File: src/rtl/multdiv_pkg.sv
// multdiv_pkg: shared constants, FSM state type and helpers for the
// multiply/divide blocks.
//   WIDTH  operand/result width (32)
//   ITER   divider iterations per operation (32)
//   CNT_W  iteration counter width (5)
package multdiv_pkg;
  localparam int WIDTH = 32;
  localparam int ITER  = 32;
  localparam int CNT_W = 5;

  typedef enum logic [1:0] {IDLE, RUN, FIX, DONE} div_state_e;

  // Magnitude computed one bit wider than the operand, so that the magnitude
  // of the most negative value (2^31) is exact.
  function automatic logic [WIDTH:0] mag(input logic [WIDTH-1:0] x);
    logic [WIDTH:0] ext;
    ext = {x[WIDTH-1], x};
    return x[WIDTH-1] ? -ext : ext;
  endfunction
endpackage

File: src/rtl/nr_div32_if.sv
// nr_div32_if: divider request/response bundle.
//   ctrl_DIV        start pulse (master -> slave)
//   data_operandA   signed dividend (master -> slave)
//   data_operandB   signed divisor (master -> slave)
//   data_result     signed quotient (slave -> master)
//   data_exception  divide-by-zero flag (slave -> master)
//   data_resultRDY  one-cycle completion strobe (slave -> master)
//   data_remainder  signed remainder, only with NR_DIV32_REMAINDER_EN
interface nr_div32_if;
  import multdiv_pkg::*;
  logic             ctrl_DIV;
  logic [WIDTH-1:0] data_operandA;
  logic [WIDTH-1:0] data_operandB;
  logic [WIDTH-1:0] data_result;
  logic             data_exception;
  logic             data_resultRDY;
`ifdef NR_DIV32_REMAINDER_EN
  logic [WIDTH-1:0] data_remainder;

  modport master (output ctrl_DIV, data_operandA, data_operandB,
                  input  data_result, data_exception, data_resultRDY, data_remainder);
  modport slave  (input  ctrl_DIV, data_operandA, data_operandB,
                  output data_result, data_exception, data_resultRDY, data_remainder);
`else
  modport master (output ctrl_DIV, data_operandA, data_operandB,
                  input  data_result, data_exception, data_resultRDY);
  modport slave  (input  ctrl_DIV, data_operandA, data_operandB,
                  output data_result, data_exception, data_resultRDY);
`endif
endinterface

File: src/rtl/nr_div32_step.sv
// nr_div_step: one non-restoring iteration on the 65-bit working register
// {partial remainder[64:32] (signed), quotient[31:0]}.
//   wr_i     current working register
//   b_mag_i  divisor magnitude (33 bits)
//   wr_o     working register after shift, add/sub and quotient bit insert
module nr_div_step
  import multdiv_pkg::*;
(
  input  logic [2*WIDTH:0] wr_i,
  input  logic [WIDTH:0]   b_mag_i,
  output logic [2*WIDTH:0] wr_o
);
  logic [WIDTH:0] rem_sh, rem_new;

  always_comb begin
    // Remainder after the left shift: old bits [63:31]; the old sign bit
    // picks subtract (remainder >= 0) or add (remainder < 0).
    rem_sh  = wr_i[2*WIDTH-1:WIDTH-1];
    rem_new = wr_i[2*WIDTH] ? rem_sh + b_mag_i : rem_sh - b_mag_i;
    wr_o    = {rem_new, wr_i[WIDTH-2:0], ~rem_new[WIDTH]};
  end
endmodule

File: src/rtl/nr_div32.sv
// nr_div32: 32-bit signed non-restoring divider, quotient truncated toward 0.
//   clock         rising-edge clock
//   ctrl_reset_n  synchronous active-low reset
//   bus           nr_div32_if.slave: start/operands in, result/flags out
// Latency: start edge 0, data_resultRDY high for one cycle after edge 34
// (after edge 1 for divide-by-zero). A start in any busy state aborts the
// current operation and restarts with the new operands.
// Optional: define NR_DIV32_REMAINDER_EN to add data_remainder (sign of
// dividend) and the remainder correction step.
module nr_div32
  import multdiv_pkg::*;
#(
  parameter int WIDTH = multdiv_pkg::WIDTH
) (
  input  logic       clock,
  input  logic       ctrl_reset_n,
  nr_div32_if.slave  bus
);
  div_state_e       state_q, state_d;
  logic [2*WIDTH:0] wr_q, wr_d, wr_step;
  logic [WIDTH:0]   b_mag_q, b_mag_d;
  logic [WIDTH:0]   a_mag, b_mag_in;
  logic [CNT_W-1:0] cnt_q, cnt_d;
  logic             sgn_quo_q, sgn_quo_d;
  logic [WIDTH-1:0] result_q, result_d, quo;
  logic             exc_q, exc_d, rdy_q, rdy_d;
`ifdef NR_DIV32_REMAINDER_EN
  logic             sgn_rem_q, sgn_rem_d;
  logic [WIDTH-1:0] rem_q, rem_d;
  logic [WIDTH:0]   rem_fix;
`endif

  assign a_mag    = mag(bus.data_operandA);
  assign b_mag_in = mag(bus.data_operandB);
  assign quo      = wr_q[WIDTH-1:0];
`ifdef NR_DIV32_REMAINDER_EN
  // Final non-restoring correction: a negative remainder gets |B| added back.
  assign rem_fix  = wr_q[2*WIDTH] ? wr_q[2*WIDTH:WIDTH] + b_mag_q : wr_q[2*WIDTH:WIDTH];
`endif

  nr_div_step u_step (.wr_i(wr_q), .b_mag_i(b_mag_q), .wr_o(wr_step));

  always_comb begin
    state_d   = state_q;
    wr_d      = wr_q;
    b_mag_d   = b_mag_q;
    cnt_d     = cnt_q;
    sgn_quo_d = sgn_quo_q;
    result_d  = result_q;
    exc_d     = exc_q;
    rdy_d     = 1'b0;
`ifdef NR_DIV32_REMAINDER_EN
    sgn_rem_d = sgn_rem_q;
    rem_d     = rem_q;
`endif
    if (bus.ctrl_DIV) begin
      // Capture (also abort-and-restart when busy); any pending RDY is dropped.
      sgn_quo_d = bus.data_operandA[WIDTH-1] ^ bus.data_operandB[WIDTH-1];
      b_mag_d   = b_mag_in;
      wr_d      = {{WIDTH{1'b0}}, a_mag};
      cnt_d     = '0;
`ifdef NR_DIV32_REMAINDER_EN
      sgn_rem_d = bus.data_operandA[WIDTH-1];
`endif
      if (bus.data_operandB == '0) begin
        state_d  = DONE;
        result_d = '0;
        exc_d    = 1'b1;
`ifdef NR_DIV32_REMAINDER_EN
        rem_d    = '0;
`endif
      end else begin
        state_d  = RUN;
      end
    end else begin
      case (state_q)
        RUN: begin
          wr_d  = wr_step;
          cnt_d = cnt_q + CNT_W'(1);
          if (cnt_q == CNT_W'(ITER-1)) state_d = FIX;
        end
        FIX: begin
          result_d = sgn_quo_q ? -quo : quo;
          exc_d    = 1'b0;
`ifdef NR_DIV32_REMAINDER_EN
          rem_d    = sgn_rem_q ? -rem_fix[WIDTH-1:0] : rem_fix[WIDTH-1:0];
`endif
          state_d  = DONE;
        end
        DONE: begin
          rdy_d   = 1'b1;
          state_d = IDLE;
        end
        default: ;
      endcase
    end
  end

  always_ff @(posedge clock) begin
    if (!ctrl_reset_n) begin
      state_q   <= IDLE;
      wr_q      <= '0;
      b_mag_q   <= '0;
      cnt_q     <= '0;
      sgn_quo_q <= 1'b0;
      result_q  <= '0;
      exc_q     <= 1'b0;
      rdy_q     <= 1'b0;
`ifdef NR_DIV32_REMAINDER_EN
      sgn_rem_q <= 1'b0;
      rem_q     <= '0;
`endif
    end else begin
      state_q   <= state_d;
      wr_q      <= wr_d;
      b_mag_q   <= b_mag_d;
      cnt_q     <= cnt_d;
      sgn_quo_q <= sgn_quo_d;
      result_q  <= result_d;
      exc_q     <= exc_d;
      rdy_q     <= rdy_d;
`ifdef NR_DIV32_REMAINDER_EN
      sgn_rem_q <= sgn_rem_d;
      rem_q     <= rem_d;
`endif
    end
  end

  assign bus.data_result    = result_q;
  assign bus.data_exception = exc_q;
  assign bus.data_resultRDY = rdy_q;
`ifdef NR_DIV32_REMAINDER_EN
  assign bus.data_remainder = rem_q;
`endif
endmodule

File: src/flat_wrapper.sv
// flat-port wrapper written by rule: the top's interface ports become plain ports
module nr_div32_flat import multdiv_pkg::*;
#(
  parameter int WIDTH = multdiv_pkg::WIDTH
)
  (clock, ctrl_reset_n, bus_ctrl_DIV, bus_data_operandA, bus_data_operandB, bus_data_result, bus_data_exception, bus_data_resultRDY);
  nr_div32_if bus_i ();
  input  logic clock;
  input  logic ctrl_reset_n;
  input wire logic [$bits(bus_i.ctrl_DIV)-1:0] bus_ctrl_DIV;
  input wire logic [$bits(bus_i.data_operandA)-1:0] bus_data_operandA;
  input wire logic [$bits(bus_i.data_operandB)-1:0] bus_data_operandB;
  output wire logic [$bits(bus_i.data_result)-1:0] bus_data_result;
  output wire logic [$bits(bus_i.data_exception)-1:0] bus_data_exception;
  output wire logic [$bits(bus_i.data_resultRDY)-1:0] bus_data_resultRDY;
  assign bus_i.ctrl_DIV = bus_ctrl_DIV;
  assign bus_i.data_operandA = bus_data_operandA;
  assign bus_i.data_operandB = bus_data_operandB;
  assign bus_data_result = bus_i.data_result;
  assign bus_data_exception = bus_i.data_exception;
  assign bus_data_resultRDY = bus_i.data_resultRDY;
  nr_div32 #(.WIDTH(WIDTH)) u_core (.clock(clock), .ctrl_reset_n(ctrl_reset_n), .bus(bus_i));
endmodule
File: config.mk
export PLATFORM = sky130hd
export DESIGN_NAME = nr_div32_flat
export DESIGN_NICKNAME = d
export VERILOG_FILES = /design/src/rtl/multdiv_pkg.sv /design/src/rtl/nr_div32_if.sv /design/src/rtl/nr_div32_step.sv /design/src/rtl/nr_div32.sv /design/src/flat_wrapper.sv
export SDC_FILE = /design/constraint.sdc
export NUM_CORES = 1
export LEC_CHECK = 0
export BUFFER_PORTS_ARGS = -buffer_cell sky130_fd_sc_hd__buf_2
export CORE_MARGIN = 2
export CORE_UTILIZATION = 50
export DETAILED_ROUTE_END_ITERATION = 7
export GPL_TIMING_DRIVEN = 1
export PLACE_DENSITY_LB_ADDON = 0.05
export SLEW_MARGIN = 0
export SYNTH_ARGS = -nofsm -noshare
export SYNTH_HDL_FRONTEND = slang
export SYNTH_SLANG_ARGS = --single-unit
File: constraint.sdc
create_clock -name clock -period 10.65 [get_ports clock]
set_clock_uncertainty 0.1 [all_clocks]
set_input_delay 2.13 -clock clock [delete_from_list [all_inputs] [get_ports clock]]
set_output_delay 2.13 -clock clock [all_outputs]
set_load 0.05 [all_outputs]
==> metrics.txt, run 1 <==
Post-Route WL around 25 mm; largest net degree at the start of global routing 81; Sequential Power Share 0.358; Setup crit end kind register; Compound-Gate Fraction of Synth Area 0.2452; GRT overflow 0; number of synthesized register bits 140; Clock Latency Late Sink 0.43 ns; initial antenna violation count 0; cts bufs inserted 17; worst-path fanout max 10; Max clock buf depth 2; RR Startpoint u_core.b_mag_q[2]; mux cell area share after synthesis 0.02295; simple-gate share of the synthesized area 0.2268; RD Place Congestion roughly 0.87; Final Cell Area 10860 um^2; top_reg_cell synth dfxtp_1; final hold viol count 0; crit path cell chain or4_1, nor4_2, nor4b_1, nand2_1, nor2_1, a21oi_1, xor2_1, ha_1, nand4_1, or4_1, o32ai_1, o22ai_1, or4_1, nand3_1; Setup WS post-layout 5.490 ns; std cell rows 50; MaxCap Viol Count 0; vias per cell 5.781; startpoint types register; CP Data Arrival Time 5.43 ns; Slew @ Worst Pin 1.179 ns; DR vias ~9000; Root Buffer clkbuf_16; met3 GRT Util 0.04762; HPWL after detailed placement 18.29 mm; Final ANT Viol Nets 0; Gate power share 0.273; CTS clk-pin slew, worst paths 0.06 ns; n_diodes 0; setup tns final 0 ns; CP max stage cell or4_1; switching power between 0.5 and 0.6 mW; Resize count post-CTS 0; setup slack at placement 5.515 ns; run status completed; critical path type reg -> reg; syn avg cell area between 7 and 8 um^2; First DRT Iteration DRCs 605; non-filler cells, final 1555; Setup Fix Bufs, Post-CTS 0; Ports 101; Period minus WS final 5.160 ns; post-synthesis cell type count 73; register area share after synthesis 0.2905; placed instance area roughly 10000 um^2; placed cell count 1523; H-tree depth 4; commonest non-fill, non-tap cells in the layout 150 x nand2_1, 140 x dfxtp_1, 110 x xor2_1; mapped cell area ~9600 um^2; DRC viols 0; GRT met2 Usage 0.3823; Final #Nets 1388; cell mode on critical path or4_1; largest family of logic cells by synthesized area compound AO/OA/AOI/OAI gates; GRT busiest layer met2; net count after synthesis 1329; Peak supply drop 106.9 uV; Die ar. 20430 um^2; Initial Util 0.5124; Final Max Slew Viols 0; Gate Count Post-Synth 1223; pwr dens 151.6 nW/um^2; RSZ-0062 raised after global routing false; commonest non-fill, non-tap cell in the layout nand2_1; layout cell share with drive strength beyond 1 0.1282; Worst EP required 10.92 ns; clock power share 0.369; FFs w/ async S/R, synth 0; Die Wd 142.9 um; relative slew slack 0.2132; CORE AREA 18830 um^2; vias in the first global route approximately 8200; worst stage delay on the critical path 0.69 ns; worst setup path endpoint u_core.wr_q[63]; Adder-Cell Fraction of Synth Area 0.05135; cts hold-fix bufs 0; flop2flop setup slack 5.49 ns; Post-synth EDFFs 0; yosys warns 0; Worst Hold Class reg -> reg; Internal Power 1.087 mW; met1 GRT Util 0.3696; crit path from u_core.b_mag_q[2]; Sw Ratio 0.3398; static leakage 4.543 nW; FILL cells 1820; Overall Global Routing Usage 0.2514; number of cells on the worst reg-to-reg path 14; xor/xnor share of the synthesized area 0.1207; # setup viols final 0; CTS tree built; I/O Buffers 100; Reg-to-Reg End u_core.wr_q[63]; global-route wire length before repair 41.35 mm; Clock Sink Count 140; Highest Clock Rate about 190 MHz; die span in y 142.9 um; Layout area overhead 12.51%; Pre-Repair DR Iteration Count 5; Final Cycle Share 0.4845; per-cell routed wire length 16.35 um
[cell families (layout without fill, tap and decap cells)]
logic type               Yosys count  count (layout)
AND/OR/NAND/NOR                  433             433
multiplexers                      22              22
XOR/XNOR                         133             133
buffers and inverters             99             171
AO/OA/AOI/OAI                    357             357
adder cells (fa/ha/maj)           39              39
flip-flops                       140             140
[cell type report]
class,count,area (um^2),share of cell area
clock buffer,19,442.9,0.04080
timing repair buffer,110,575.6,0.05301
sequential,140,2803,0.2582
multi-input combinational,984,6446,0.5938
inverter,29,108.9,0.01003
clock inverter,13,155.1,0.01429
tap,260,325.3,0.02996
[through the flow]
| stage | hold slack (ns) | power (mW) | utilization |
|---|---|---|---|
| after floorplan | 0.3315 | 0.9254 | - |
| after global placement | 0.3422 | 1.040 | 0.5448 |
| after detailed placement | 0.3418 | 1.041 | 0.5448 |
| after CTS | 0.3604 | 1.650 | 0.5765 |
| after global routing | 0.3752 | 1.735 | 0.5765 |
| final | 0.3541 | 1.646 | 0.5765 |
[layer usage]
metal  wire length (um)  vias to the layer above
li1                   -                     4581
met1              12730                     4201
met5                  0                        -
met3               1190                       23
met2              11260                      185
met4                235                        0
[cell usage after synthesis (all sizes together) (23+ instances only)]
master    n  area share
nor2b    33       0.021
nand2   151       0.059
xnor2    23       0.021
nor3     29       0.015
o21ai    80       0.041
inv      29       0.011
a21oi    93       0.048
xor2    110        0.10
clkbuf   60       0.025
o31ai    25       0.021
nor2     77       0.030
ha       38       0.049
dfxtp   140        0.29
nand3    23       0.012
[power groups by stage]
stage / clock, mW / combinational (mW) / sequential (mW)
5_1_grt: 0.639 / 0.502 / 0.595
3_5_place_dp: 0 / 0.440 / 0.600
6_report: 0.607 / 0.449 / 0.590
2_1_floorplan: 0 / 0.339 / 0.586
3_3_place_gp: 0 / 0.440 / 0.600
4_1_cts: 0.617 / 0.444 / 0.589
[sequential cells by signal, indices dropped and copies added, names as in the netlist]
register / flops
u_core.cnt_q: 5
u_core.bus.data_resultRDY: 1
u_core.state_q: 2
u_core.bus.data_exception: 1
u_core.wr_q: 65
u_core.sgn_quo_q: 1
u_core.b_mag_q: 33
u_core.bus.data_result: 32
[worst max-delay path, delay by kind of cell, from the launching register on]
family / cells / cell delay, ns
xor gates and xnor gates: 1 / 0.21
and+or+nand+nor: 9 / 3.47
AOI/OAI and AO/OA: 3 / 0.49
adders and majority gates: 1 / 0.46
DFF: 1 / 0.36
[worst min-delay path by stage]
| stage | from | to | slack (ns) | depth (start not counted) |
|---|---|---|---|---|
| after global routing | u_core.bus.data_result[21] | u_core.bus.data_result[21] | 0.38 | 1 |
| after CTS | u_core.wr_q[36] | u_core.wr_q[36] | 0.36 | 2 |
| final | u_core.bus.data_result[25] | u_core.bus.data_result[25] | 0.35 | 1 |
| after floorplan | u_core.wr_q[45] | u_core.wr_q[45] | 0.33 | 2 |
| after detailed placement | u_core.bus.data_result[15] | u_core.bus.data_result[15] | 0.34 | 1 |
| after global placement | u_core.bus.data_result[27] | u_core.bus.data_result[27] | 0.34 | 1 |
(Power assumes the default switching activity.)
==> run 2, diff against run 1 <==
clock period = 4.7 ns   (was 10.65 ns; I/O delays follow)
==> run 2 against run 1 <==
Effect of this change: setup slack worse by 5.2 ns; global-route usage up 1.0 points; final cell count up 1.0%; maximum frequency up 16%; critical path depth up 1; clock power up 150%; wire length up 4.2%; sequential share of layout area down 0.46 points; utilization up 1.0 points; clock-buffer cell count unchanged; sequential power up 130%.
==> metrics.txt, run 2 (synthesis results as in run 1) <==
initial antenna violation count 0 (unchanged); Setup crit end kind register (unchanged); n_diodes 0 (unchanged); placed instance area 10380 um^2 (was 10260 um^2); Setup Fix Bufs, Post-CTS 0 (unchanged); met3 routed WL 1.576 mm (was 1.190 mm); Worst Path Buf+Inv 2 (was 0); commonest non-fill, non-tap cell in the layout nand2_1 (unchanged); commonest non-fill, non-tap cells in the layout 150 x nand2_1, 140 x dfxtp_1, 110 x xor2_1 (unchanged); Die Wd 142.9 um (unchanged); Worst EP required 4.96 ns (was 10.92 ns); CTS clk-pin slew, worst paths 0.06 ns (about the same); # setup viols final 0 (unchanged); switching power 1.291 mW (was 0.5591 mW); CP Data Arrival Time 4.70 ns (was 5.43 ns); Die ar. 20430 um^2 (unchanged); pwr dens 352.8 nW/um^2 (was 151.6 nW/um^2); worst setup path endpoint u_core.wr_q[63] (unchanged); crit path cell chain inv_1, ha_1, or4b_2, nor4_1, buf_4, nor2_1, xnor2_1, ha_2, and4_1, nand4_1, or4_1, o32ai_1, o22ai_1, or4_1, nand3_1 (was or4_1, nor4_2, nor4b_1, nand2_1, nor2_1, a21oi_1, xor2_1, ha_1, nand4_1, or4_1, o32ai_1, o22ai_1, or4_1, nand3_1); First DRT Iteration DRCs 599 (was 605); Pre-Repair DR Iteration Count 5 (unchanged); Gate power share 0.272 (was 0.273); Root Buffer clkbuf_16 (unchanged); clock power share 0.385 (was 0.369); CP max stage cell or4b_2 (was or4_1); global-route wire length before repair 43.04 mm (was 41.35 mm); relative slew slack 0.1909 (was 0.2132); Resize count post-CTS 0 (unchanged); met1 wire length 13.27 mm (was 12.73 mm); Final Max Slew Viols 0 (unchanged); Initial Util 0.5124 (unchanged); Peak supply drop 270.7 uV (was 106.9 uV); setup slack at placement 0.09304 ns (was 5.515 ns); std cell rows 50 (unchanged); Post-Route WL 26.47 mm (was 25.42 mm); setup tns final 0 ns (unchanged); Slew @ Worst Pin 1.212 ns (was 1.179 ns); worst-path fanout max 8 (was 10); final hold viol count 0 (unchanged); Reg-to-Reg End u_core.wr_q[63] (unchanged); worst stage delay on the critical path 0.65 ns (was 0.69 ns); Setup WS post-layout 0.2623 ns (was 5.490 ns); cts bufs inserted 17 (unchanged); RSZ-0062 raised after global routing false (unchanged); Sequential Power Share 0.343 (was 0.358); layout cell share with drive strength beyond 1 0.1426 (was 0.1282); H-tree depth 4 (unchanged); die span in y 142.9 um (unchanged); HPWL after detailed placement 19.25 mm (was 18.29 mm); CP Depth 15 (was 14); Max clock buf depth 2 (unchanged); cts hold-fix bufs 0 (unchanged); Final Cell Area 11050 um^2 (was 10860 um^2); Internal Power 2.608 mW (was 1.087 mW); flop2flop setup slack 0.26 ns (was 5.49 ns); Final ANT Viol Nets 0 (unchanged); I/O Buffers 100 (unchanged); Final #Nets 1404 (was 1388); CORE AREA 18830 um^2 (unchanged); uppermost layer routed met4 (unchanged); Final Cycle Share 0.9442 (was 0.4845); crit path from u_core.b_mag_q[0] (was u_core.b_mag_q[2]); RD Place Congestion 0.9308 (was 0.8700); delay-heaviest family, CP simple AND/OR/NAND/NOR gates (unchanged); MaxCap Viol Count 0 (unchanged); Most flops, register u_core.wr_q (unchanged); Routed met2 length 11.30 mm (was 11.26 mm); Worst Hold Class reg -> reg (unchanged); DRC viols 0 (unchanged); Sw Ratio 0.3311 (was 0.3398); CTS tree built (unchanged); Layout area overhead 14.54% (was 12.51%); Period minus WS final 4.438 ns (was 5.160 ns); per-cell routed wire length 16.85 um (was 16.35 um); Clock Latency Late Sink 0.42 ns (was 0.43 ns); run status completed (unchanged); GRT overflow 0 (unchanged); vias in the first global route 8313 (was 8194); Pwr Total 3.899 mW (was 1.646 mW); FILL cells 1739 (was 1820); static leakage 4.650 nW (was 4.543 nW); cell mode on critical path or4_1 (unchanged); Highest Clock Rate 225.3 MHz (was 193.8 MHz); DR vias 9119 (was 8990); critical path type reg -> reg (unchanged); Util after Layout 0.5869 (was 0.5765); RR Startpoint u_core.b_mag_q[0] (was u_core.b_mag_q[2]); largest net degree at the start of global routing 61 (was 81); Largest register FFs 65 (unchanged); vias per cell 5.805 (was 5.781); Ports 101 (unchanged); Clock Sink Count 140 (unchanged); startpoint types register (unchanged); Overall Global Routing Usage 0.2614 (was 0.2514); number of cells on the worst reg-to-reg path 15 (was 14)
==> run 2: cell count changes in the layout (fill, tap and decap cells not counted), sizes merged <==
cell / delta
buf: +16
bufinv: +2
clkinv: -1
clkinvlp: -1
==> run 2: final cells by class <==
| class | instances | area, um^2 | share of cell area |
|---|---|---|---|
| clock buffers | 19 | 452.9 | 0.04098 |
| clock inverters | 13 | 202.7 | 0.01834 |
| inverters | 29 | 108.9 | 0.009849 |
| multi-input cells | 984 | 6464 | 0.5849 |
| flip-flops and latches | 140 | 2803 | 0.2536 |
| well taps | 260 | 325.3 | 0.02944 |
| repair buffers | 126 | 695.7 | 0.06295 |
==> run 2: worst min path at each step <==
stage	startpoint	endpoint	slack, ns	cells past startpoint
finish	u_core.wr_q[44]	u_core.wr_q[44]	0.35	2
global route	u_core.bus.data_result[26]	u_core.bus.data_result[26]	0.37	1
CTS	u_core.wr_q[44]	u_core.wr_q[44]	0.36	2
detailed placement	u_core.bus.data_result[26]	u_core.bus.data_result[26]	0.34	1
global placement	u_core.bus.data_result[26]	u_core.bus.data_result[26]	0.34	1
floorplan	u_core.wr_q[45]	u_core.wr_q[45]	0.33	2
==> run 2: tightest hold or removal path: cells and delay by family (launching register included) <==
kind | cells | cell delay (ns)
AOI/OAI and AO/OA | 1 | 0.05
DFF | 1 | 0.31
and+or+nand+nor | 1 | 0.05
==> run 2: per-stage QoR <==
stage	hold slack, ns	cells
2_1_floorplan	0.3315	1223
3_3_place_gp	0.3416	1539
3_5_place_dp	0.3414	1539
4_1_cts	0.3588	1571
5_1_grt	0.3734	1571
6_report	0.3541	1571
==> run 2: power by group through the flow <==
stage | clock network [mW] | registers [mW] | logic [mW]
6_report | 1.50 | 1.34 | 1.06
5_1_grt | 1.58 | 1.35 | 1.18
4_1_cts | 1.53 | 1.34 | 1.04
3_5_place_dp | 0 | 1.36 | 1.03
3_3_place_gp | 0 | 1.36 | 1.04
2_1_floorplan | 0 | 1.33 | 0.768
==> run 2: routing by layer <==
metal,vias to the layer above,track usage
met5,-,0
met4,0,0.06566
met3,25,0.06070
met2,239,0.3765
met1,4234,0.3899
li1,4621,-
